==> src/rtl/stack_game_ctrl_if.sv <==
// rtl/stack_game_ctrl_if.sv - Control inputs and render outputs of the stack game logic stage.
interface stack_game_ctrl_if;
   logic        tick;
   logic        start;
   logic        btn_left;
   logic        btn_right;
   logic [9:0]  pos_x;
   logic [31:0] colors;
   logic [9:0]  fall_x;
   logic [9:0]  fall_y;
   logic [1:0]  fall_clr;
   logic [3:0]  height;
   logic [1:0]  misses;
   logic        game_over;
   logic        win;

   modport master (
      output tick, start, btn_left, btn_right,
      input  pos_x, colors, fall_x, fall_y, fall_clr, height, misses, game_over, win
   );

   modport slave (
      input  tick, start, btn_left, btn_right,
      output pos_x, colors, fall_x, fall_y, fall_clr, height, misses, game_over, win
   );
endinterface

==> src/rtl/stack_game_ctrl.sv <==
// rtl/stack_game_ctrl.sv - Stack game logic: tray motion, falling block spawn, catch/miss and colour stack.
// Optional macro SPEEDUP_EN: fall step grows by one per four stacked blocks.
module stack_game_ctrl #(
   parameter int SCREEN_W     = 640,
   parameter int SCREEN_H     = 480,
   parameter int TRAY_W       = 100,
   parameter int BASE_Y       = 400,
   parameter int HEIGHT_RATIO = 20,
   parameter int BLOCK_W      = 20,
   parameter int BLOCK_H      = 20,
   parameter int TRAY_STEP    = 8,
   parameter int FALL_STEP    = 4,
   parameter int MAX_MISS     = 3
) (
   input  logic clk,
   input  logic rst_n,
   stack_game_ctrl_if.slave bus
);

   localparam logic [9:0]  POS_INIT   = 10'((SCREEN_W - TRAY_W) / 2);
   localparam logic [10:0] POS_MAX    = 11'(SCREEN_W - TRAY_W);
   localparam logic [10:0] X_MAX      = 11'(SCREEN_W - BLOCK_W);
   localparam logic [10:0] T_STEP     = 11'(TRAY_STEP);
   localparam logic [1:0]  MISS_LIMIT = 2'(MAX_MISS);

   typedef enum logic [2:0] {S_IDLE, S_SPAWN, S_FALL, S_OVER, S_WIN} state_t;

   state_t      state_q;
   logic [15:0] lfsr_q;
   logic [9:0]  pos_x_q;
   logic [31:0] colors_q;
   logic [9:0]  fall_x_q;
   logic [9:0]  fall_y_q;
   logic [1:0]  fall_clr_q;
   logic [3:0]  height_q;
   logic [1:0]  misses_q;
   logic        game_over_q;
   logic        win_q;

   logic [15:0] lfsr_d;
   logic [9:0]  spawn_x_d;
   logic [1:0]  spawn_clr_d;
   logic [10:0] step_d;
   logic [10:0] ny_d;
   logic [10:0] top_d;
   logic [10:0] tray_d;
   logic [4:0]  slot_d;
   logic        overlap_d;
   logic        catch_d;
   logic        miss_d;

   // All tick decisions use the pre-update registers, widened to 11 bits.
   always_comb begin
      lfsr_d      = {lfsr_q[14:0], lfsr_q[15] ^ lfsr_q[13] ^ lfsr_q[12] ^ lfsr_q[10]};
      spawn_x_d   = ({1'b0, lfsr_q[9:0]} <= X_MAX) ? lfsr_q[9:0] : {1'b0, lfsr_q[8:0]};
      spawn_clr_d = (lfsr_q[11:10] == 2'b00) ? 2'b10 : lfsr_q[11:10];
`ifdef SPEEDUP_EN
      step_d      = 11'(FALL_STEP) + {9'd0, height_q[3:2]};
`else
      step_d      = 11'(FALL_STEP);
`endif
      ny_d        = {1'b0, fall_y_q} + step_d;
      top_d       = 11'(BASE_Y) - 11'(height_q) * 11'(HEIGHT_RATIO);
      overlap_d   = (({1'b0, fall_x_q} + 11'(BLOCK_W)) > {1'b0, pos_x_q}) &&
                    ({1'b0, fall_x_q} < ({1'b0, pos_x_q} + 11'(TRAY_W)));
      catch_d     = ((ny_d + 11'(BLOCK_H)) >= top_d) && overlap_d;
      miss_d      = ny_d >= 11'(SCREEN_H);
      slot_d      = {1'b0, height_q} + 5'd1;

      tray_d = {1'b0, pos_x_q};
      if (bus.btn_left && !bus.btn_right) begin
         tray_d = ({1'b0, pos_x_q} < T_STEP) ? 11'd0 : {1'b0, pos_x_q} - T_STEP;
      end else if (bus.btn_right && !bus.btn_left) begin
         tray_d = (({1'b0, pos_x_q} + T_STEP) > POS_MAX) ? POS_MAX : {1'b0, pos_x_q} + T_STEP;
      end
   end

   always_ff @(posedge clk or negedge rst_n) begin
      if (!rst_n) begin
         state_q     <= S_IDLE;
         lfsr_q      <= 16'hACE1;
         pos_x_q     <= POS_INIT;
         colors_q    <= 32'd0;
         fall_x_q    <= 10'd0;
         fall_y_q    <= 10'd0;
         fall_clr_q  <= 2'b00;
         height_q    <= 4'd0;
         misses_q    <= 2'd0;
         game_over_q <= 1'b0;
         win_q       <= 1'b0;
      end else begin
         // Free-running so spawn positions depend on when the player starts.
         lfsr_q <= lfsr_d;
         case (state_q)
            S_IDLE, S_OVER, S_WIN: begin
               if (bus.start) begin
                  colors_q    <= 32'd0;
                  height_q    <= 4'd0;
                  misses_q    <= 2'd0;
                  pos_x_q     <= POS_INIT;
                  game_over_q <= 1'b0;
                  win_q       <= 1'b0;
                  state_q     <= S_SPAWN;
               end
            end
            S_SPAWN: begin
               fall_y_q   <= 10'd0;
               fall_x_q   <= spawn_x_d;
               fall_clr_q <= spawn_clr_d;
               state_q    <= S_FALL;
            end
            S_FALL: begin
               if (bus.tick) begin
                  pos_x_q <= tray_d[9:0];
                  if (catch_d) begin
                     colors_q   <= colors_q | ({30'd0, fall_clr_q} << {slot_d, 1'b0});
                     height_q   <= height_q + 4'd1;
                     fall_clr_q <= 2'b00;
                     if (height_q == 4'd14) begin
                        win_q   <= 1'b1;
                        state_q <= S_WIN;
                     end else begin
                        state_q <= S_SPAWN;
                     end
                  end else if (miss_d) begin
                     misses_q   <= misses_q + 2'd1;
                     fall_clr_q <= 2'b00;
                     if ((misses_q + 2'd1) == MISS_LIMIT) begin
                        game_over_q <= 1'b1;
                        state_q     <= S_OVER;
                     end else begin
                        state_q <= S_SPAWN;
                     end
                  end else begin
                     fall_y_q <= ny_d[9:0];
                  end
               end
            end
            default: state_q <= S_IDLE;
         endcase
      end
   end

   assign bus.pos_x     = pos_x_q;
   assign bus.colors    = colors_q;
   assign bus.fall_x    = fall_x_q;
   assign bus.fall_y    = fall_y_q;
   assign bus.fall_clr  = fall_clr_q;
   assign bus.height    = height_q;
   assign bus.misses    = misses_q;
   assign bus.game_over = game_over_q;
   assign bus.win       = win_q;

endmodule

==> src/flat_wrapper.sv <==
// flat-port wrapper written by rule: the top's interface ports become plain ports
module stack_game_ctrl_flat 
#(
   parameter int SCREEN_W     = 640,
   parameter int SCREEN_H     = 480,
   parameter int TRAY_W       = 100,
   parameter int BASE_Y       = 400,
   parameter int HEIGHT_RATIO = 20,
   parameter int BLOCK_W      = 20,
   parameter int BLOCK_H      = 20,
   parameter int TRAY_STEP    = 8,
   parameter int FALL_STEP    = 4,
   parameter int MAX_MISS     = 3
)
  (clk, rst_n, bus_tick, bus_start, bus_btn_left, bus_btn_right, bus_pos_x, bus_colors, bus_fall_x, bus_fall_y, bus_fall_clr, bus_height, bus_misses, bus_game_over, bus_win);
  stack_game_ctrl_if bus_i ();
  input  logic clk;
  input  logic rst_n;
  input wire logic [$bits(bus_i.tick)-1:0] bus_tick;
  input wire logic [$bits(bus_i.start)-1:0] bus_start;
  input wire logic [$bits(bus_i.btn_left)-1:0] bus_btn_left;
  input wire logic [$bits(bus_i.btn_right)-1:0] bus_btn_right;
  output wire logic [$bits(bus_i.pos_x)-1:0] bus_pos_x;
  output wire logic [$bits(bus_i.colors)-1:0] bus_colors;
  output wire logic [$bits(bus_i.fall_x)-1:0] bus_fall_x;
  output wire logic [$bits(bus_i.fall_y)-1:0] bus_fall_y;
  output wire logic [$bits(bus_i.fall_clr)-1:0] bus_fall_clr;
  output wire logic [$bits(bus_i.height)-1:0] bus_height;
  output wire logic [$bits(bus_i.misses)-1:0] bus_misses;
  output wire logic [$bits(bus_i.game_over)-1:0] bus_game_over;
  output wire logic [$bits(bus_i.win)-1:0] bus_win;
  assign bus_i.tick = bus_tick;
  assign bus_i.start = bus_start;
  assign bus_i.btn_left = bus_btn_left;
  assign bus_i.btn_right = bus_btn_right;
  assign bus_pos_x = bus_i.pos_x;
  assign bus_colors = bus_i.colors;
  assign bus_fall_x = bus_i.fall_x;
  assign bus_fall_y = bus_i.fall_y;
  assign bus_fall_clr = bus_i.fall_clr;
  assign bus_height = bus_i.height;
  assign bus_misses = bus_i.misses;
  assign bus_game_over = bus_i.game_over;
  assign bus_win = bus_i.win;
  stack_game_ctrl #(.SCREEN_W(SCREEN_W), .SCREEN_H(SCREEN_H), .TRAY_W(TRAY_W), .BASE_Y(BASE_Y), .HEIGHT_RATIO(HEIGHT_RATIO), .BLOCK_W(BLOCK_W), .BLOCK_H(BLOCK_H), .TRAY_STEP(TRAY_STEP), .FALL_STEP(FALL_STEP), .MAX_MISS(MAX_MISS)) u_core (.clk(clk), .rst_n(rst_n), .bus(bus_i));
endmodule
==> config.mk <==
export PLATFORM = sky130hd
export DESIGN_NAME = stack_game_ctrl_flat
export DESIGN_NICKNAME = d
export VERILOG_FILES = /design/src/rtl/stack_game_ctrl_if.sv /design/src/rtl/stack_game_ctrl.sv /design/src/flat_wrapper.sv
export SDC_FILE = /design/constraint.sdc
export NUM_CORES = 1
export LEC_CHECK = 0
export ABC_AREA = 1
export CAP_MARGIN = 15
export CORE_ASPECT_RATIO = 0.9
export CORE_MARGIN = 3
export CORE_UTILIZATION = 56
export DETAILED_ROUTE_END_ITERATION = 10
export PLACE_DENSITY = 0.81
export SLEW_MARGIN = 25
export SYNTH_ARGS = -nofsm -noshare
export SYNTH_HDL_FRONTEND = slang
export SYNTH_SLANG_ARGS = --single-unit
export TNS_END_PERCENT = 20
==> constraint.sdc <==
create_clock -name clk -period 4.68 [get_ports clk]
set_input_delay 0.936 -clock clk [delete_from_list [all_inputs] [get_ports clk]]
set_output_delay 0.936 -clock clk [all_outputs]
set_load 0.005 [all_outputs]
==> impl_metrics.yaml <==
placement:
  place_area_sq_um: 6720
  place.port_buffers: 74
  detailedPlacementHpwl_mm: 10.5
  routabilityCongestion: 0.959
  worst_slack_placed_ns: 0.702
synth:
  async_flop_share: 1.00
  ys_seq_elements: 88
  synth-seq-area-share: 0.371
  synth_edf_count: 0
  synthFlopType: "dfrtp_1"
  post_synth_instance_area_sq_um: 5970
  syn_inst: 768
  synth_top_area_share: 0.319
  syn_avg_cell_area_sq_um: 7.77
  synth.area.top_cells: "dfrtp_1 32%, nand2_1 14%, ha_1 8.8%"
  synth_cell_types: 44
  yosys_warnings: 0
  dominant_cell_type_by_area_after_synthesis: "dfrtp_1"
cells_and_area:
  final_layout_size_suffix_gt1_frac: 0.117
  final_area_sq_um: 7040
  flow.area_growth_from_synthesis_pct: 17.9
  mostFrequentLayoutCells: "220 x nand2_1, 76 x dfrtp_1, 73 x clkdlybuf4s50_1"
  layout.cells.most_common: "nand2_1"
  n_antenna_cell: 0
  finalNetCount: 881
  final_core_util: 0.681
  final.fill_count: 816
clocking:
  clk-insertion-delay-late_ns: 0.34
  post_cts_hold_buffer_count: 0
  cts_tree: "built"
  cts_setup_buffers: 0
  cts_resized: 0
  cts_root_buffer: "clkbuf_16"
  cts.sink_count: 88
  cts.path.max_buffers: 2
  htree_levels: 3
  path_clk_slew_ns: 0.06
  cts_buffers: 9
timing:
  slew_violations: 0
  setup_viol: 0
  max_slew.worst_pin.slew_ns: 0.899
  finalWorstSetupSlack_ns: 0.608
  report.final.hold_viol_count: 0
  tns_ns: 0
  slew_headroom: 0.400
  grt_setup_unrepaired: "false"
  finalCriticalPeriod_ns: 4.07
  finalCritPeriodShare: 0.870
  max_clock_freq_ghz: 0.246
  finalClockSkew_ns: 0.00778
worst_setup_path:
  timing.critical_path.slowest_stage_cell: "dfrtp_1"
  timing.reg2reg.setup_slack_ns: 0.61
  regToRegEndpoint: "u_core.bus.colors[31]"
  setup.worst_path.end: "u_core.bus.colors[31]"
  critical_path_cell_count: 18
  timing.critical_path.cells: "ha_1, ha_1, fa_1, xor2_1, nand2_1, xor2_1, ha_1, nand2_1, nor2_1, nand3b_1, nand3_1, nor2_1, nor2_2, nand2_4, nand2_4, nand2_4, nand2_1, o21ai_2"
  cp_num_buf_inv: 0
  critical_path_start_end_classification: "reg -> reg"
  timing.critical_path.required_ns: 4.88
  worst_r2r_startpoint: "u_core.bus.height[3]"
  critical_path_s_top_delay_family: "simple AND/OR/NAND/NOR gates"
  critical_path_end_type: "flop"
  worst_r2r_path_depth: 18
  slowest_delay_ns: 0.54
  data_arrival_at_the_endpoint_of_the_critical_path_ns: 4.27
  critPathMaxFanout: 72
  worstSetupStartpointType: "flop"
  crit_start: "u_core.bus.height[3]"
die:
  floorplan.die.width_um: 115
  floorplan.core_area_sq_um: 10300
  std_cell_rows: 35
  die_area_sq_um: 11900
  ioPinCount: 78
  floorplan.initialDensity: 0.578
  fp.dieH_um: 104
power:
  vdd_ir_drop_max_uv: 332
  power_density_relative_to_cell_area_nw_per_um2: 419
  cellLeakagePower_nw: 3.38
  share_clk_of_total_power: 0.263
  seq_power_share: 0.311
  power.total_mw: 2.95
  switch_share: 0.428
  combinational_cell_fraction_of_total_power: 0.426
  power.switching_mw: 1.26
  intPower_mw: 1.68
hold_path:
  min-delay-path-class: "reg -> reg"
global_route:
  vias_in_the_first_global_route: 5102
  globalRouteTotalUtil: 0.251
  grt_first_pass_wirelength_mm: 24.6
  grt_antenna_before_repair: 0
  grt_remaining_overflow: 0
  maximum_number_of_pins_on_one_net_before_global_route_repair: 73
status:
  status: "complete, no violations"
flow_run:
  max_cap_violations: 0
drt:
  detailedRoute.firstIterationViolations: 428
  drt_drc_violations_left: 0
  route.detailed.wl_per_inst_um: 15.1
  wl_met2_mm: 6.74
  detail-route-antenna-nets: 0
  avgViaCountPerCell: 5.52
  detailedRoute.firstPassIterationCount: 5
  met3_length_um: 702
  maxUsedRoutingLayer: "met4"
  wl_met1_mm: 6.95
  routed_wirelength_mm: 14.6
  routed-via-count: 5336
==> worst register-to-register path, cell delays in order (launching register included) <==
cell and delay [ns]:
dfrtp_1 0.54, ha_1 0.31, ha_1 0.24, fa_1 0.41
xor2_1 0.25, nand2_1 0.10, xor2_1 0.16, ha_1 0.33
nand2_1 0.07, nor2_1 0.12, nand3b_1 0.08, nand3_1 0.09
nor2_1 0.05, nor2_2 0.20, nand2_4 0.10, nand2_4 0.08
nand2_4 0.46, nand2_1 0.29, o21ai_2 0.07
==> worst min-delay path by stage <==
| stage | from | cells after the start | slack (ns) | end |
|---|---|---|---|---|
| floorplan | u_core.lfsr_q[14] | 0 | 0.33 | u_core.lfsr_q[15] |
| global placement | u_core.lfsr_q[14] | 0 | 0.34 | u_core.lfsr_q[15] |
| detailed placement | u_core.lfsr_q[14] | 0 | 0.34 | u_core.lfsr_q[15] |
| CTS | u_core.lfsr_q[14] | 0 | 0.37 | u_core.lfsr_q[15] |
| global route | u_core.lfsr_q[5] | 0 | 0.38 | u_core.lfsr_q[6] |
| finish | u_core.lfsr_q[5] | 0 | 0.38 | u_core.lfsr_q[6] |
==> cells in the mapped netlist (2+ instances only) <==
cell type,instances
a21o_1,2
a21oi_1,11
buf_2,7
buf_4,4
buf_6,7
clkbuf_1,7
clkinv_1,3
dfrtp_1,76
dfstp_2,12
ha_1,42
inv_1,65
inv_2,11
nand2_1,220
nand2_2,3
nand2_4,4
nand3_1,37
nand3_2,5
nand3b_1,3
nand4_1,17
nor2_1,65
nor2_2,3
nor2_4,3
nor3_1,22
o21ai_0,46
o21ai_1,8
o21ai_2,36
xnor2_1,10
xor2_1,23
==> per-stage QoR <==
step	std cells	hold slack (ns)
final	966	0.376
after global routing	966	0.381
after CTS	966	0.374
after detailed placement	950	0.344
after global placement	950	0.337
after floorplan	770	0.333
==> power by group through the flow <==
stage / clock (mW) / sequential, mW / combinational (mW)
5_1_grt: 0.814 / 0.926 / 1.41
3_5_place_dp: 0 / 0.926 / 1.23
2_1_floorplan: 0 / 0.891 / 1.02
3_3_place_gp: 0 / 0.922 / 1.18
4_1_cts: 0.784 / 0.914 / 1.25
6_report: 0.776 / 0.915 / 1.25
==> logic make-up (layout without fill, tap and decap cells) <==
kind of cell               Yosys count  in the layout  share of synthesized area
DFF                                 88             88                      0.371
buffers and inverters              104            171                     0.0782
and+or+nand+nor                    387            387                      0.285
xor gates and xnor gates            34             34                     0.0511
adders and majority gates           43             43                     0.0914
other                                1              3                   0.000628
AOI/OAI and AO/OA                  111            111                      0.122
==> state kept, by name, indices dropped and copies added (netlist names) <==
signal,flops
u_core.bus.height,4
u_core.bus.win,1
u_core.lfsr_q,16
u_core.state_q,3
u_core.bus.game_over,1
u_core.bus.fall_y,8
u_core.bus.fall_x,10
u_core.bus.pos_x,9
u_core.bus.misses,2
u_core.bus.fall_clr,2
u_core.bus.colors,32
==> area by class of cell <==
cell class	instances	area, sq um	share of cell area
Clock buffer	11	233	0.0331
Multi-Input combinational cell	578	3290	0.468
Inverter	79	297	0.0421
Tap cell	129	161	0.0229
Timing Repair Buffer	76	753	0.107
Sequential cell	88	2220	0.315
Clock inverter	5	82.6	0.0117
==> layer usage <==
metal  global-route usage  vias up
met2                0.386      168
li1                     -     2610
met1                0.367     2539
met3               0.0413       19
met4               0.0712        0
met5                    0        -
Note: power is estimated with default switching activity, not from simulation.
